--- src/rtl/reg_write_pkg.sv ---
// Shared constants and the writeback request type for the register-file write path.
package reg_write_pkg;
  localparam int DATA_W   = 32;
  localparam int ADDR_W   = 4;
  localparam int NUM_REGS = 2 ** ADDR_W;

  typedef struct packed {
    logic [ADDR_W-1:0] addr;
    logic [DATA_W-1:0] data;
  } wb_req_t;
endpackage

--- src/rtl/wb_fifo.sv ---
// Two-push / one-pop ring buffer of writeback requests; exposes its contents in age order
// (index 0 = head) so the top can reduce over them without knowing the pointers.
module wb_fifo
  import reg_write_pkg::*;
#(
  parameter int DEPTH = 4,
  localparam int PTR_W = $clog2(DEPTH),
  localparam int CNT_W = PTR_W + 1
) (
  input  logic                  clk,
  input  logic                  rst_n,
  input  logic                  i_push0,
  input  wb_req_t               i_req0,
  input  logic                  i_push1,
  input  wb_req_t               i_req1,
  input  logic                  i_pop,
  output wb_req_t [DEPTH-1:0]   o_entries,
  output logic    [DEPTH-1:0]   o_vld,
  output logic    [CNT_W-1:0]   o_count
);
  wb_req_t [DEPTH-1:0] r_mem;
  logic [PTR_W-1:0]    r_wr_ptr;
  logic [PTR_W-1:0]    r_rd_ptr;
  logic [CNT_W-1:0]    r_count;

  logic [1:0]          w_npush;
  logic [PTR_W-1:0]    w_wp1;

  assign w_npush = {1'b0, i_push0} + {1'b0, i_push1};
  assign w_wp1   = r_wr_ptr + 1'b1;

  always_ff @(posedge clk) begin
    if (!rst_n) begin
      r_mem    <= '0;
      r_wr_ptr <= '0;
      r_rd_ptr <= '0;
      r_count  <= '0;
    end else begin
      if (i_push0) r_mem[r_wr_ptr] <= i_req0;
      // push1 lands behind push0 so mem stays older than alu
      if (i_push1) r_mem[i_push0 ? w_wp1 : r_wr_ptr] <= i_req1;
      r_wr_ptr <= r_wr_ptr + PTR_W'(w_npush);
      if (i_pop) r_rd_ptr <= r_rd_ptr + 1'b1;
      r_count  <= r_count + CNT_W'(w_npush) - CNT_W'(i_pop);
    end
  end

  for (genvar k = 0; k < DEPTH; k++) begin : g_age
    logic [PTR_W-1:0] w_idx;
    assign w_idx        = r_rd_ptr + PTR_W'(k);
    assign o_entries[k] = r_mem[w_idx];
    assign o_vld[k]     = (CNT_W'(k) < r_count);
  end

  assign o_count = r_count;
endmodule

--- src/rtl/reg_write_scheduler.sv ---
// Register-file write scheduler: merges mem/alu writebacks into one write port and
// publishes a pending scoreboard. Define REG_WRITE_FWD_EN to add two forwarding lookups.
module reg_write_scheduler
  import reg_write_pkg::*;
#(
  parameter int DEPTH = 4
) (
  input  logic                    clk,
  input  logic                    rst_n,
  input  logic                    mem_valid,
  input  logic [ADDR_W-1:0]       mem_addr,
  input  logic [DATA_W-1:0]       mem_data,
  input  logic                    alu_valid,
  input  logic [ADDR_W-1:0]       alu_addr,
  input  logic [DATA_W-1:0]       alu_data,
  output logic                    in_ready,
  output logic                    wr_en,
  output logic [ADDR_W-1:0]       write_addr,
  output logic [DATA_W-1:0]       write_data,
  output logic [NUM_REGS-1:0]     pending,
`ifdef REG_WRITE_FWD_EN
  input  logic [ADDR_W-1:0]       fwd_addr1,
  input  logic [ADDR_W-1:0]       fwd_addr2,
  output logic                    fwd_hit1,
  output logic                    fwd_hit2,
  output logic [DATA_W-1:0]       fwd_data1,
  output logic [DATA_W-1:0]       fwd_data2,
`endif
  output logic [$clog2(DEPTH):0]  count,
  output logic                    overflow
);
  localparam int CNT_W = $clog2(DEPTH) + 1;

  wb_req_t [DEPTH-1:0] w_ent;
  logic    [DEPTH-1:0] w_vld;
  logic    [CNT_W-1:0] w_count;
  logic                r_overflow;
  logic                w_in_ready;

  // Two free slots are required so a dual push can never be half-accepted.
  assign w_in_ready = (w_count <= CNT_W'(DEPTH - 2));

  wb_fifo #(.DEPTH(DEPTH)) u_fifo (
    .clk       (clk),
    .rst_n     (rst_n),
    .i_push0   (mem_valid & w_in_ready),
    .i_req0    ('{addr: mem_addr, data: mem_data}),
    .i_push1   (alu_valid & w_in_ready),
    .i_req1    ('{addr: alu_addr, data: alu_data}),
    .i_pop     (w_vld[0]),
    .o_entries (w_ent),
    .o_vld     (w_vld),
    .o_count   (w_count)
  );

  always_ff @(posedge clk) begin
    if (!rst_n) r_overflow <= 1'b0;
    else if (!w_in_ready && (mem_valid || alu_valid)) r_overflow <= 1'b1;
  end

  assign in_ready   = w_in_ready;
  assign wr_en      = w_vld[0];
  assign write_addr = w_vld[0] ? w_ent[0].addr : '0;
  assign write_data = w_vld[0] ? w_ent[0].data : '0;
  assign count      = w_count;
  assign overflow   = r_overflow;

  always_comb begin
    pending = '0;
    for (int k = 0; k < DEPTH; k++)
      if (w_vld[k]) pending[w_ent[k].addr] = 1'b1;
  end

`ifdef REG_WRITE_FWD_EN
  // Scan oldest to youngest; the last match is the youngest and wins.
  always_comb begin
    fwd_hit1  = 1'b0;
    fwd_hit2  = 1'b0;
    fwd_data1 = '0;
    fwd_data2 = '0;
    for (int k = 0; k < DEPTH; k++) begin
      if (w_vld[k] && w_ent[k].addr == fwd_addr1) begin
        fwd_hit1  = 1'b1;
        fwd_data1 = w_ent[k].data;
      end
      if (w_vld[k] && w_ent[k].addr == fwd_addr2) begin
        fwd_hit2  = 1'b1;
        fwd_data2 = w_ent[k].data;
      end
    end
  end
`endif
endmodule

--- config.mk ---
export PLATFORM = sky130hd
export DESIGN_NAME = reg_write_scheduler
export DESIGN_NICKNAME = d
export VERILOG_FILES = /design/src/rtl/reg_write_pkg.sv /design/src/rtl/wb_fifo.sv /design/src/rtl/reg_write_scheduler.sv
export SDC_FILE = /design/constraint.sdc
export NUM_CORES = 1
export LEC_CHECK = 0
export CORE_ASPECT_RATIO = 1.1
export CORE_MARGIN = 2
export CORE_UTILIZATION = 55
export CTS_CLUSTER_SIZE = 14
export DETAILED_ROUTE_END_ITERATION = 10
export GPL_TIMING_DRIVEN = 0
export HOLD_SLACK_MARGIN = 0.06
export PLACE_DENSITY_LB_ADDON = 0.3
export SYNTH_ARGS = -nofsm -noshare
export SYNTH_HDL_FRONTEND = slang
export SYNTH_SLANG_ARGS = --single-unit
--- constraint.sdc ---
create_clock -name clk -period 2.98 [get_ports clk]
set_clock_uncertainty 0.1 [all_clocks]
set_input_delay 0.596 -clock clk [delete_from_list [all_inputs] [get_ports clk]]
set_output_delay 0.596 -clock clk [all_outputs]
set_load 0.02 [all_outputs]
==> flow_summary.json <==
{
  "outcome": "finished with violations",
  "violations_in_the_final_reports": "negative setup slack",
  "numClockSinks": 152,
  "synthSimpleGateAreaFrac_pct": 9.090,
  "wirelength_mm": 29.09,
  "grt_first_pass_wirelength_mm": 44.30,
  "pre_cts_ws_ps": -191.0,
  "worstPathMaxFanout": 5,
  "synth_compound_gate_area_share_pct": 23.37,
  "synth_edf_count": 0,
  "worstPathRequired_ps": 2280,
  "syn_area_per_cell_um2": 9.344,
  "worst_setup_path_startpoint": "u_fifo.r_rd_ptr[1]",
  "half_perimeter_wire_length_of_the_detailed_placement_result_mm": 19.32,
  "worst_setup_hold_path_clk_slew_ps": 60,
  "rsz0062_at_grt": "yes",
  "minimum_clock_period_ps": 3084,
  "power.ir.vdd_worst_v": 0.0005970,
  "static_leakage_nw": 5.103,
  "coreArea_mm2": 0.01619,
  "route.vias.total": 8766,
  "setup_slack_ps": -103.9,
  "die_h_um": 138.1,
  "hp-class": "register to register",
  "antenna_violating_nets_post_route": 0,
  "start_util_pct": 55.53,
  "num-fill-cells": 1240,
  "synthXorXnorAreaFrac_pct": 0.4872,
  "maxSlewHeadroom_pct": 55.66,
  "area.growth.synth_to_final_pct": 28.58,
  "placement_rows": 49,
  "largest_net_degree_at_the_start_of_global_routing": 17,
  "synthArstFlopShare_pct": 0,
  "cp-end-kind": "output port",
  "synth.cell_area_mm2": 0.008989,
  "final_min_period_over_clock_period_pct": 103.5,
  "timing.reg2reg.setup_slack_ps": 140,
  "globalRouteOverflowTotal": 0,
  "grt_antenna_before_repair": 0,
  "worst_setup_path_start_kind": "register",
  "max_clock_freq_mhz": 324.3,
  "post_synth_mux_area_share_pct": 26.92,
  "netlist_top_cells_count": "a21oi_1, dfxtp_1, mux2i_1, o21ai_0, clkbuf_1",
  "cp-endpoint": "pending[0]",
  "cts_tree": "built",
  "finalHoldViolations": 0,
  "yosys.area_share.adder_pct": 1.336,
  "diodes": 0,
  "die_width_um": 125.9,
  "postSynthNetCount": 1047,
  "wl_per_cell_um": 21.63,
  "ctsHtreeMaxLevel": 4,
  "layout-drive-gt1-share_pct": 18.93,
  "synth.ff_latch_count": 152,
  "clkLatencyLatePin_ps": 430,
  "gpl.final_weighted_congestion": 0.9550,
  "drt_pass1_iterations": 6,
  "pin_count": 134,
  "power_density_mw_per_mm2": 995.9,
  "yosys_most_used_dff": "dfxtp_1",
  "finalNetCount": 1213,
  "rr_endpoint": "u_fifo.o_count[2]",
  "grt_pass1_vias": 8344,
  "gr-usage-all-layers_pct": 32.14,
  "yosys.area.top_type": "dfxtp_1",
  "yosys_synthesis_warning_count": 0,
  "placement.io_buffers": 131,
  "synth_area_leaders": "dfxtp_1, mux2i_1, mux4_2",
  "ys_seq_area_share_pct": 33.85,
  "ff2ff_path_depth": 12,
  "postPlaceCellArea_mm2": 0.01056,
  "worstMarginPinSlew_ps": 665.1,
  "die_outline_area_mm2": 0.01738,
  "postLayoutCellArea_mm2": 0.01156,
  "ctsRootBufferMaster": "clkbuf_16",
  "detail_route.vias_per_cell": 6.517,
  "yosys.cell_types.count": 51,
  "yosysTopAreaCellShare_pct": 33.85,
  "timing.setup.critical_path_class": "register to output port",
  "post-route-drc-count": 0,
  "synthesis.instances": 962,
  "tritoncts.num_buffers": 17,
  "combinational_family_with_the_most_area_after_synthesis": "multiplexers",
  "cp.arrival_ps": 2390,
  "cap_violations": 0,
  "clockBufferDepth": 2,
  "slew_violations": 0,
  "worst_reg2reg_path_startpoint": "u_fifo.o_count[2]",
  "setup_viol": 16,
  "initialDrtViolationCount": 949
}
==> flip-flops by register name, summed over array words and instances (netlist names) <==
| register | flops |
|---|---|
| u_fifo.r_mem | 144 |
| u_fifo.o_count | 3 |
| u_fifo.r_rd_ptr | 2 |
| u_fifo.r_wr_ptr | 2 |
| overflow | 1 |
==> critical path, cell delays in order, from the launching register on <==
cell     delay (ps)
dfxtp_2         320
buf_6           120
mux4_2          550
or3b_4          450
buf_6           140
o22ai_4         100
a211o_1         150
buf_6           120
==> layout by cell type, fill, tap and decap left out, types with 11 or more instances in the layout <==
master           count
dfxtp_1            150
buf_2               21
nor2_1              13
buf_4               16
clkbuf_2            27
inv_1               11
o22ai_1             21
buf_6               20
clkbuf_16           21
mux4_2              43
clkbuf_1            50
mux2i_1            145
and2_1              42
a21oi_1            152
o21ai_0            129
clkdlybuf4s50_1     79
o21ai_1             17
==> area by class of cell <==
class / count / area (um^2) / share of cell area [%]
Tap cell: 204 / 255.2 / 2.209
Timing Repair Buffer: 147 / 1379 / 11.93
Sequential cell: 152 / 3045 / 26.35
Buffer: 88 / 525.5 / 4.547
Clock buffer: 22 / 474.2 / 4.103
Clock inverter: 10 / 166.4 / 1.440
Multi-Input combinational cell: 710 / 5667 / 49.03
Inverter: 12 / 45.04 / 0.3897
==> timing repair <==
action,CTS,global route
cloned,0,4
hold buffers,0,0
setup buffers,11,1
resized for setup,220,47
setup endpoints to repair,53,51
pin swaps,9,11
==> through the flow <==
step           power (mW)  hold slack (ps)  TNS (ps)  util [%]  std cells
3_3_place_gp        8.384            346.1     -5223     65.21       1297
3_5_place_dp        8.501            362.3     -5928     65.21       1297
4_1_cts             11.20            376.7    -467.6     71.07       1340
2_1_floorplan       6.724            411.2         0         -        962
6_report            11.51            370.7    -797.5     71.41       1345
5_1_grt             12.01            404.3     -2280     71.41       1345
==> report_power, final <==
part,internal [mW],total (mW),switching [mW]
clock,1.47,2.36,0.884
combinational,2.80,6.08,3.27
sequential,2.64,3.08,0.437
==> worst min-delay path by stage <==
stage | startpoint | endpoint | slack (ps) | cells after the start
2_1_floorplan | u_fifo.r_mem[103] | u_fifo.r_mem[103] | 410 | 2
3_3_place_gp | overflow | overflow | 350 | 1
3_5_place_dp | overflow | overflow | 360 | 1
4_1_cts | overflow | overflow | 380 | 1
5_1_grt | overflow | overflow | 400 | 1
6_report | overflow | overflow | 370 | 1
==> routing by layer <==
| layer | GRT usage [%] | vias to the layer above | wire, um |
|---|---|---|---|
| met3 | 6.308 | 85 | 2530 |
| li1 | - | 3976 | - |
| met5 | 0 | - | 0 |
| met4 | 13.53 | 0 | 851 |
| met1 | 41.14 | 4183 | 11560 |
| met2 | 53.17 | 522 | 14150 |
==> cells by family after synthesis <==
| logic type | count (synthesis) |
|---|---|
| AO/OA/AOI/OAI | 374 |
| multiplexers | 188 |
| flip-flops | 152 |
| AND/OR/NAND/NOR | 134 |
| buffers and inverters | 100 |
| adder cells (fa/ha/maj) | 9 |
| XOR/XNOR | 5 |
No activity file was read; power rests on OpenSTA's default activity.
